## config.mk

```make
export PLATFORM = sky130hd
export DESIGN_NAME = ip_ram_initiator
export DESIGN_NICKNAME = d
export VERILOG_FILES = /design/src/rtl/ip_ram_initiator.sv
export SDC_FILE = /design/constraint.sdc
export NUM_CORES = 1
export LEC_CHECK = 0
export BUFFER_PORTS_ARGS = -buffer_cell sky130_fd_sc_hd__buf_4
export CORE_MARGIN = 3
export CORE_UTILIZATION = 47
export CTS_CLUSTER_DIAMETER = 150
export CTS_CLUSTER_SIZE = 20
export DETAILED_ROUTE_END_ITERATION = 12
export PLACE_DENSITY = 0.8
export REMOVE_ABC_BUFFERS = 1
export SLEW_MARGIN = 25
export SYNTH_ARGS = -nofsm -noshare
export SYNTH_HDL_FRONTEND = slang
export SYNTH_SLANG_ARGS = --single-unit
```

## constraint.sdc

```tcl
create_clock -name clk -period 4.03 [get_ports clk]
set_input_delay 0.806 -clock clk [delete_from_list [all_inputs] [get_ports clk]]
set_output_delay 0.806 -clock clk [all_outputs]
set_load 0.05 [all_outputs]
```

## src/rtl/ip_ram_initiator.sv

```systemverilog
// ip_ram_initiator: bus initiator for the 4K x 32 logger RAM.
// Writes captured log words into RAM as a ring (write has priority) and
// serves random-address readback requests from the host dump logic.
// Optional build macro RAM_INITIATOR_TIMEOUT_EN adds a read-wait timeout
// that completes a stuck read with rd_error=1 and rd_data=all ones.
module ip_ram_initiator #(
  parameter int ADDR_W         = 12,
  parameter int TIMEOUT_CYCLES = 15
) (
  input  logic              clk,
  input  logic              reset,
  input  logic              clr,
  input  logic              log_valid,
  input  logic [31:0]       log_data,
  output logic              log_ready,
  input  logic              rd_req,
  input  logic [ADDR_W-1:0] rd_address,
  output logic              rd_ready,
  output logic              rd_ack,
  output logic [31:0]       rd_data,
  output logic              rd_error,
  output logic [ADDR_W-1:0] wr_ptr,
  output logic              wrapped,
  output logic [ADDR_W-1:0] bus_address,
  output logic              bus_valid,
  input  logic              bus_ready,
  output logic              bus_write,
  output logic [31:0]       bus_wdata,
  input  logic [31:0]       bus_rdata,
  input  logic              bus_rdata_en
);

  typedef enum logic [1:0] {
    ST_IDLE,
    ST_WRITE,
    ST_READ_REQ,
    ST_READ_WAIT
  } state_t;

  state_t state;

  // The wait counter is only 4 bits wide, so the limit must fit in it.
  if (TIMEOUT_CYCLES < 1 || TIMEOUT_CYCLES > 15) begin : g_bad_timeout
    $error("TIMEOUT_CYCLES must be in 1..15");
  end

  // Handshakes are decided from the registered state only; a pending log
  // word always wins over a readback so capture never stalls behind a dump.
  assign log_ready = (state == ST_IDLE) && log_valid;
  assign rd_ready  = (state == ST_IDLE) && !log_valid && rd_req;

`ifdef RAM_INITIATOR_TIMEOUT_EN
  localparam logic [3:0] WAIT_LAST = 4'(TIMEOUT_CYCLES - 1);
  logic [3:0] wait_cnt;
`else
  assign rd_error = 1'b0;
`endif

  // Main controller: owns every registered bus output, the ring pointer
  // and the readback result; clr is applied last so it beats a completing write.
  always_ff @(posedge clk or posedge reset) begin
    if (reset) begin
      state       <= ST_IDLE;
      bus_address <= '0;
      bus_valid   <= 1'b0;
      bus_write   <= 1'b0;
      bus_wdata   <= '0;
      rd_ack      <= 1'b0;
      rd_data     <= '0;
      wr_ptr      <= '0;
      wrapped     <= 1'b0;
`ifdef RAM_INITIATOR_TIMEOUT_EN
      wait_cnt    <= '0;
      rd_error    <= 1'b0;
`endif
    end else begin
      rd_ack <= 1'b0;
      case (state)
        ST_IDLE: begin
          if (log_valid) begin
            bus_address <= wr_ptr;
            bus_wdata   <= log_data;
            bus_write   <= 1'b1;
            bus_valid   <= 1'b1;
            state       <= ST_WRITE;
          end else if (rd_req) begin
            bus_address <= rd_address;
            bus_write   <= 1'b0;
            bus_valid   <= 1'b1;
            state       <= ST_READ_REQ;
          end
        end
        ST_WRITE: begin
          if (bus_ready) begin
            bus_valid <= 1'b0;
            bus_write <= 1'b0;
            bus_wdata <= '0;
            wr_ptr    <= wr_ptr + ADDR_W'(1);
            if (wr_ptr == '1) begin
              wrapped <= 1'b1;
            end
            state <= ST_IDLE;
          end
        end
        ST_READ_REQ: begin
          if (bus_ready) begin
            bus_valid <= 1'b0;
`ifdef RAM_INITIATOR_TIMEOUT_EN
            wait_cnt  <= '0;
`endif
            state     <= ST_READ_WAIT;
          end
        end
        ST_READ_WAIT: begin
          if (bus_rdata_en) begin
            rd_data  <= bus_rdata;
            rd_ack   <= 1'b1;
`ifdef RAM_INITIATOR_TIMEOUT_EN
            rd_error <= 1'b0;
`endif
            state    <= ST_IDLE;
          end
`ifdef RAM_INITIATOR_TIMEOUT_EN
          else if (wait_cnt == WAIT_LAST) begin
            rd_data  <= '1;
            rd_error <= 1'b1;
            rd_ack   <= 1'b1;
            state    <= ST_IDLE;
          end else begin
            wait_cnt <= wait_cnt + 4'd1;
          end
`endif
        end
        default: state <= ST_IDLE;
      endcase
      if (clr) begin
        wr_ptr  <= '0;
        wrapped <= 1'b0;
      end
    end
  end

endmodule

```

## Yosys cells after proc, flatten, opt, wreduce, memory -nomap -nowiden

Index checks and enable logic that the tools add are counted.

| cells by class | value |
|---|---|
| equality and inequality tests | 10 |
| add/sub/neg operators | 1 |
| muxes and demuxes | 27 |
| reduce and logical (&&, ||, !) cells | 20 |

Operator list:

| kind | count |
|---|---|
| $mux W32 | 2 |
| $pmux W32 S2 | 1 |
| $mux W12 | 5 |
| $add A12 B1 Y12 const B | 1 |
| $eq A12 B12 Y1 const B | 1 |
| $reduce_and A3 Y1 | 4 |
| $reduce_bool A2 Y1 | 6 |
| $mux W1 | 11 |
| $mux W2 | 5 |
| $ne A2 B2 Y1 const B | 4 |
| $pmux W2 S4 | 1 |
| $reduce_and A2 Y1 | 3 |
| $eq A2 B2 Y1 const B | 2 |
| $pmux W1 S2 | 2 |
| $reduce_and A4 Y1 | 1 |
| $logic_and A1 B1 Y1 | 3 |
| $ne A3 B3 Y1 const B | 1 |
| $eq A2 B1 Y1 const B | 1 |
| $logic_not A2 Y1 | 1 |
| $ne A2 B1 Y1 const B | 1 |
| $reduce_or A2 Y1 | 1 |
| $logic_not A1 Y1 | 1 |

| storage, ports and cells | value |
|---|---|
| bits in registers | 94 |
| bits of input ports | 83 |
| output and inout port bits | 95 |

## Logic depth before layout (Yosys ltp)

| logic depth | value |
|---|---|
| depth after elaboration | 5 |
| depth in mapped cells | 7 |
| gate-level depth less buffers | 5 |

## Least setup slack after synthesis

OpenSTA, ideal clock, no wires.

| path | value |
|---|---|
| path type | input -> output |
| start point | input log_valid |
| end point | output rd_ready |
| buffers on the path | 1 |
| cell stages on the path | 3 |
| setup slack | 1.451 ns |
| arrival time | 1.773 ns |
| cell sequence | buf_2 > nand2b_1 > nor2_1 |

| between the ends | value |
|---|---|
| word-level cells in the longest chain between the ends | 3 |

RTL lines:

| what | RTL line | text |
|---|---|---|
| start, declared | 13 | `input logic log_valid,` |
| $logic_not A1 Y1 | 50 | `assign rd_ready = (state == ST_IDLE) && !log_valid && rd_req;` |
| $logic_and A1 B1 Y1 (2 in series) | 50 |  |
| end, declared | 18 | `output logic rd_ready,` |

Every way passes these cells.

## Worst setup path after layout

| path | value |
|---|---|
| start point | register state[0] |
| end point | output rd_ready |

| between the ends | value |
|---|---|
| word-level cells in the longest chain between the ends | 3 |

RTL lines:

| what | RTL line | text |
|---|---|---|
| start, declared | 40 | `state_t state;` |
| start signal, assigned | 63 | `state <= ST_IDLE;` |
| start signal, assigned | 85 | `state <= ST_WRITE;` |
| start signal, assigned | 90 | `state <= ST_READ_REQ;` |
| $logic_not A2 Y1 | 50 |  |
| $logic_and A1 B1 Y1 (2 in series) | 50 |  |

Every way passes these cells.

==> run metrics <==
most common cell in the netlist dfrtp_1; Synth area leader dfrtp_1; worst reg2reg setup slack between 1500 and 2000 ps; routed wire length 10.2 mm; Num CTS Buffers 9; Hold WC Path Type reg -> reg; # resized after CTS 0; DP Wirelength just under 8 mm; initial core utilization 0.494; antenna violations before repair 0; Root Buffer clkbuf_8; Max-Cap Viols 0; Final period util 0.609; Crit Path Category reg -> out; PwrDens 864 nW/um2; minimum clock period roughly 2500 ps; switching pwr between 2 and 2.5 mW; synth unique cells 36; Remaining DRCs 0; Clk pwr share 0.146; Avg WL per Cell 17.3 um; Worst Setup SP state[0]; die footprint ~9400 um2; Synth Register Bits 94; Post-Syn Instances just over 300; pin count of the biggest net entering global routing 43; I/O Pins 178; Rows 32; CP required between 3000 and 4000 ps; Worst EP arrival 1650 ps; final slew viol count 0; drt pass-1 iters 4; CP delay by family, top flip-flops; non-filler cells, final 587; Routed Antenna Nets 0; final worst slack about 1600 ps; R2R Path Start state[1]; vias per cell roughly 5.3; crit start category flop; 1st-iter DRT viols 110; syn avg cell area 12.8 um2; Synth Cell Area slightly below 4000 um2; wire length of the first global-routing pass between 15 and 20 mm; measured slew at the worst slew-check pin around 740 ps; CP Cell Sequence inv_1, ha_1, nand2b_1, nor2_1, buf_4; RSZ-0062 raised after global routing no; Core Region between 7000 and 8000 um2; setup TNS 0 ps; # setup viols final 0; Hold Path Depth 2; Worst Path Max Fanout 8; Synth warnings 0; crit path buf inv count 2; EDFF count, synth 0; slew margin rel. 0.509; CTS Sinks 94; crit end category primary output; fmax between 400 and 500 MHz; Sequential Power Share 0.310; die height between 90 and 100 um; clk_lat worst skew about 350 ps; Nets ~570; PortBufs roughly 180; top cell type's share of synthesized area 0.603; CP max stage cell dfrtp_1; CTS tree yes; RePlAce Congestion approximately 0.78; H-tree depth 3; Sw Share 0.480; dpl ws 1690 ps; ys async rst share 1.00; R2R cell count 5; Levels on crit path 5; Final Skew 8.86 ps; fin util 0.702; fraction of layout cells with a size suffix above 1 0.482; maximum VDD drop approximately 0.44 mV; R2R Path End wr_ptr[7]; max incr delay on CP 450 ps; Die Wd around 97 um; Design Power between 4 and 5 mW; Synth-to-Final Area Change 42.0%; CTS max path bufs 2; Most used DFF post-synth dfrtp_1; clock-pin slew on the worst setup and hold paths about 100 ps; CP Capture Point rd_ready; Power Internal 2.49 mW; post-CTS setup buffers 0; gr ovfl total 0; ant diodes 0; Vias a little over 3k; Pleak around 2.8 nW; largest cells by area after synthesis dfrtp_1 60%, mux2_2 9.2%, a22o_1 7.2%; count of hold-fix buffers inserted at cts 0; Placed Cells 571; Synth top cells by count 94 x dfrtp_1, 32 x a22o_1, 32 x mux2_2, 18 x nand2_1, 14 x buf_2; outcome complete, no violations; gr usage total 0.218; sequential area share after synthesis 0.603; final hold vios 0; combinational share of power 0.544; vias in the first global route approximately 3.2k
==> cell usage in the layout, fill, tap and decap left out, drive strengths merged, types with 5 or more instances in the layout <==
| cell | netlist | routed |
|---|---|---|
| a22o | 32 | 32 |
| or4 | 5 | 5 |
| inv | 11 | 12 |
| nand2 | 18 | 18 |
| buf | 15 | 182 |
| mux2 | 35 | 35 |
| dfrtp | 94 | 94 |
| o21ai | 15 | 15 |
| o31ai | 6 | 6 |
| ha | 6 | 6 |
| a21oi | 9 | 9 |
| nor2 | 8 | 8 |
| mux2i | 12 | 12 |
| nand2b | 5 | 5 |
| nand3 | 8 | 8 |
| clkbuf | 3 | 9 |
==> metrics by stage <==
| step | instance area [um2] | hold slack [ps] |
|---|---|---|
| finish | 5540 | 493 |
| global route | 5540 | 525 |
| CTS | 5540 | 496 |
| detailed placement | 5310 | 474 |
| global placement | 5310 | 468 |
| floorplan | 3810 | 546 |
==> power groups by stage <==
stage / Combinational (mW) / Clock (mW) / Sequential [mW]
after floorplan: 0.620 / 0 / 2.63
after global placement: 2.58 / 0 / 1.48
after detailed placement: 2.62 / 0 / 1.50
after CTS: 2.63 / 0.719 / 1.48
after global routing: 2.73 / 0.757 / 1.53
final: 2.60 / 0.699 / 1.48
==> registers in the layout, indices dropped and copies added (netlist names) <==
register     cells
rd_ack           1
rd_data         32
bus_address     12
bus_valid        1
bus_wdata       32
state            2
wrapped          1
bus_write        1
wr_ptr          12
==> how the worst min path moves through the flow <==
| stage | slack, ps | end | from |
|---|---|---|---|
| after global routing | 530 | bus_wdata[24] | bus_wdata[24] |
| after floorplan | 550 | state[0] | state[0] |
| after global placement | 470 | bus_address[8] | bus_address[8] |
| final | 490 | bus_address[2] | bus_address[2] |
| after detailed placement | 470 | bus_address[2] | bus_address[2] |
| after CTS | 500 | bus_address[2] | bus_address[2] |
==> area by class of cell <==
class	count	area, um2
Sequential cell	94	2350
Timing Repair Buffer	182	1370
Clock buffer	9	124
Clock inverter	7	105
Tap cell	102	128
Fill cell	568	2350
Multi-Input combinational cell	182	1420
Inverter	11	42.5
==> logic make-up after synthesis <==
logic type / share of synthesized area
other: 0.000962
buffers and inverters: 0.0334
multiplexers: 0.132
flip-flops: 0.603
AO/OA/AOI/OAI: 0.129
XOR/XNOR: 0.00449
AND/OR/NAND/NOR: 0.0780
adder cells (fa/ha/maj): 0.0193
==> layer usage <==
metal | global-route usage | vias to the layer above | wire (um)
met5 | 0 | - | 0
met4 | 0.0605 | 0 | 122
met3 | 0.0581 | 11 | 704
met2 | 0.368 | 137 | 5150
met1 | 0.278 | 1503 | 4170
li1 | - | 1448 | -
==> worst reg2reg max path: stages (launching register included) <==
cell and delay [ps]:
dfrtp_1 450, inv_1 110, ha_1 390, nand2_1 330
nor4_1 410, mux2_1 360
Note: power is estimated with default switching activity, not from simulation.
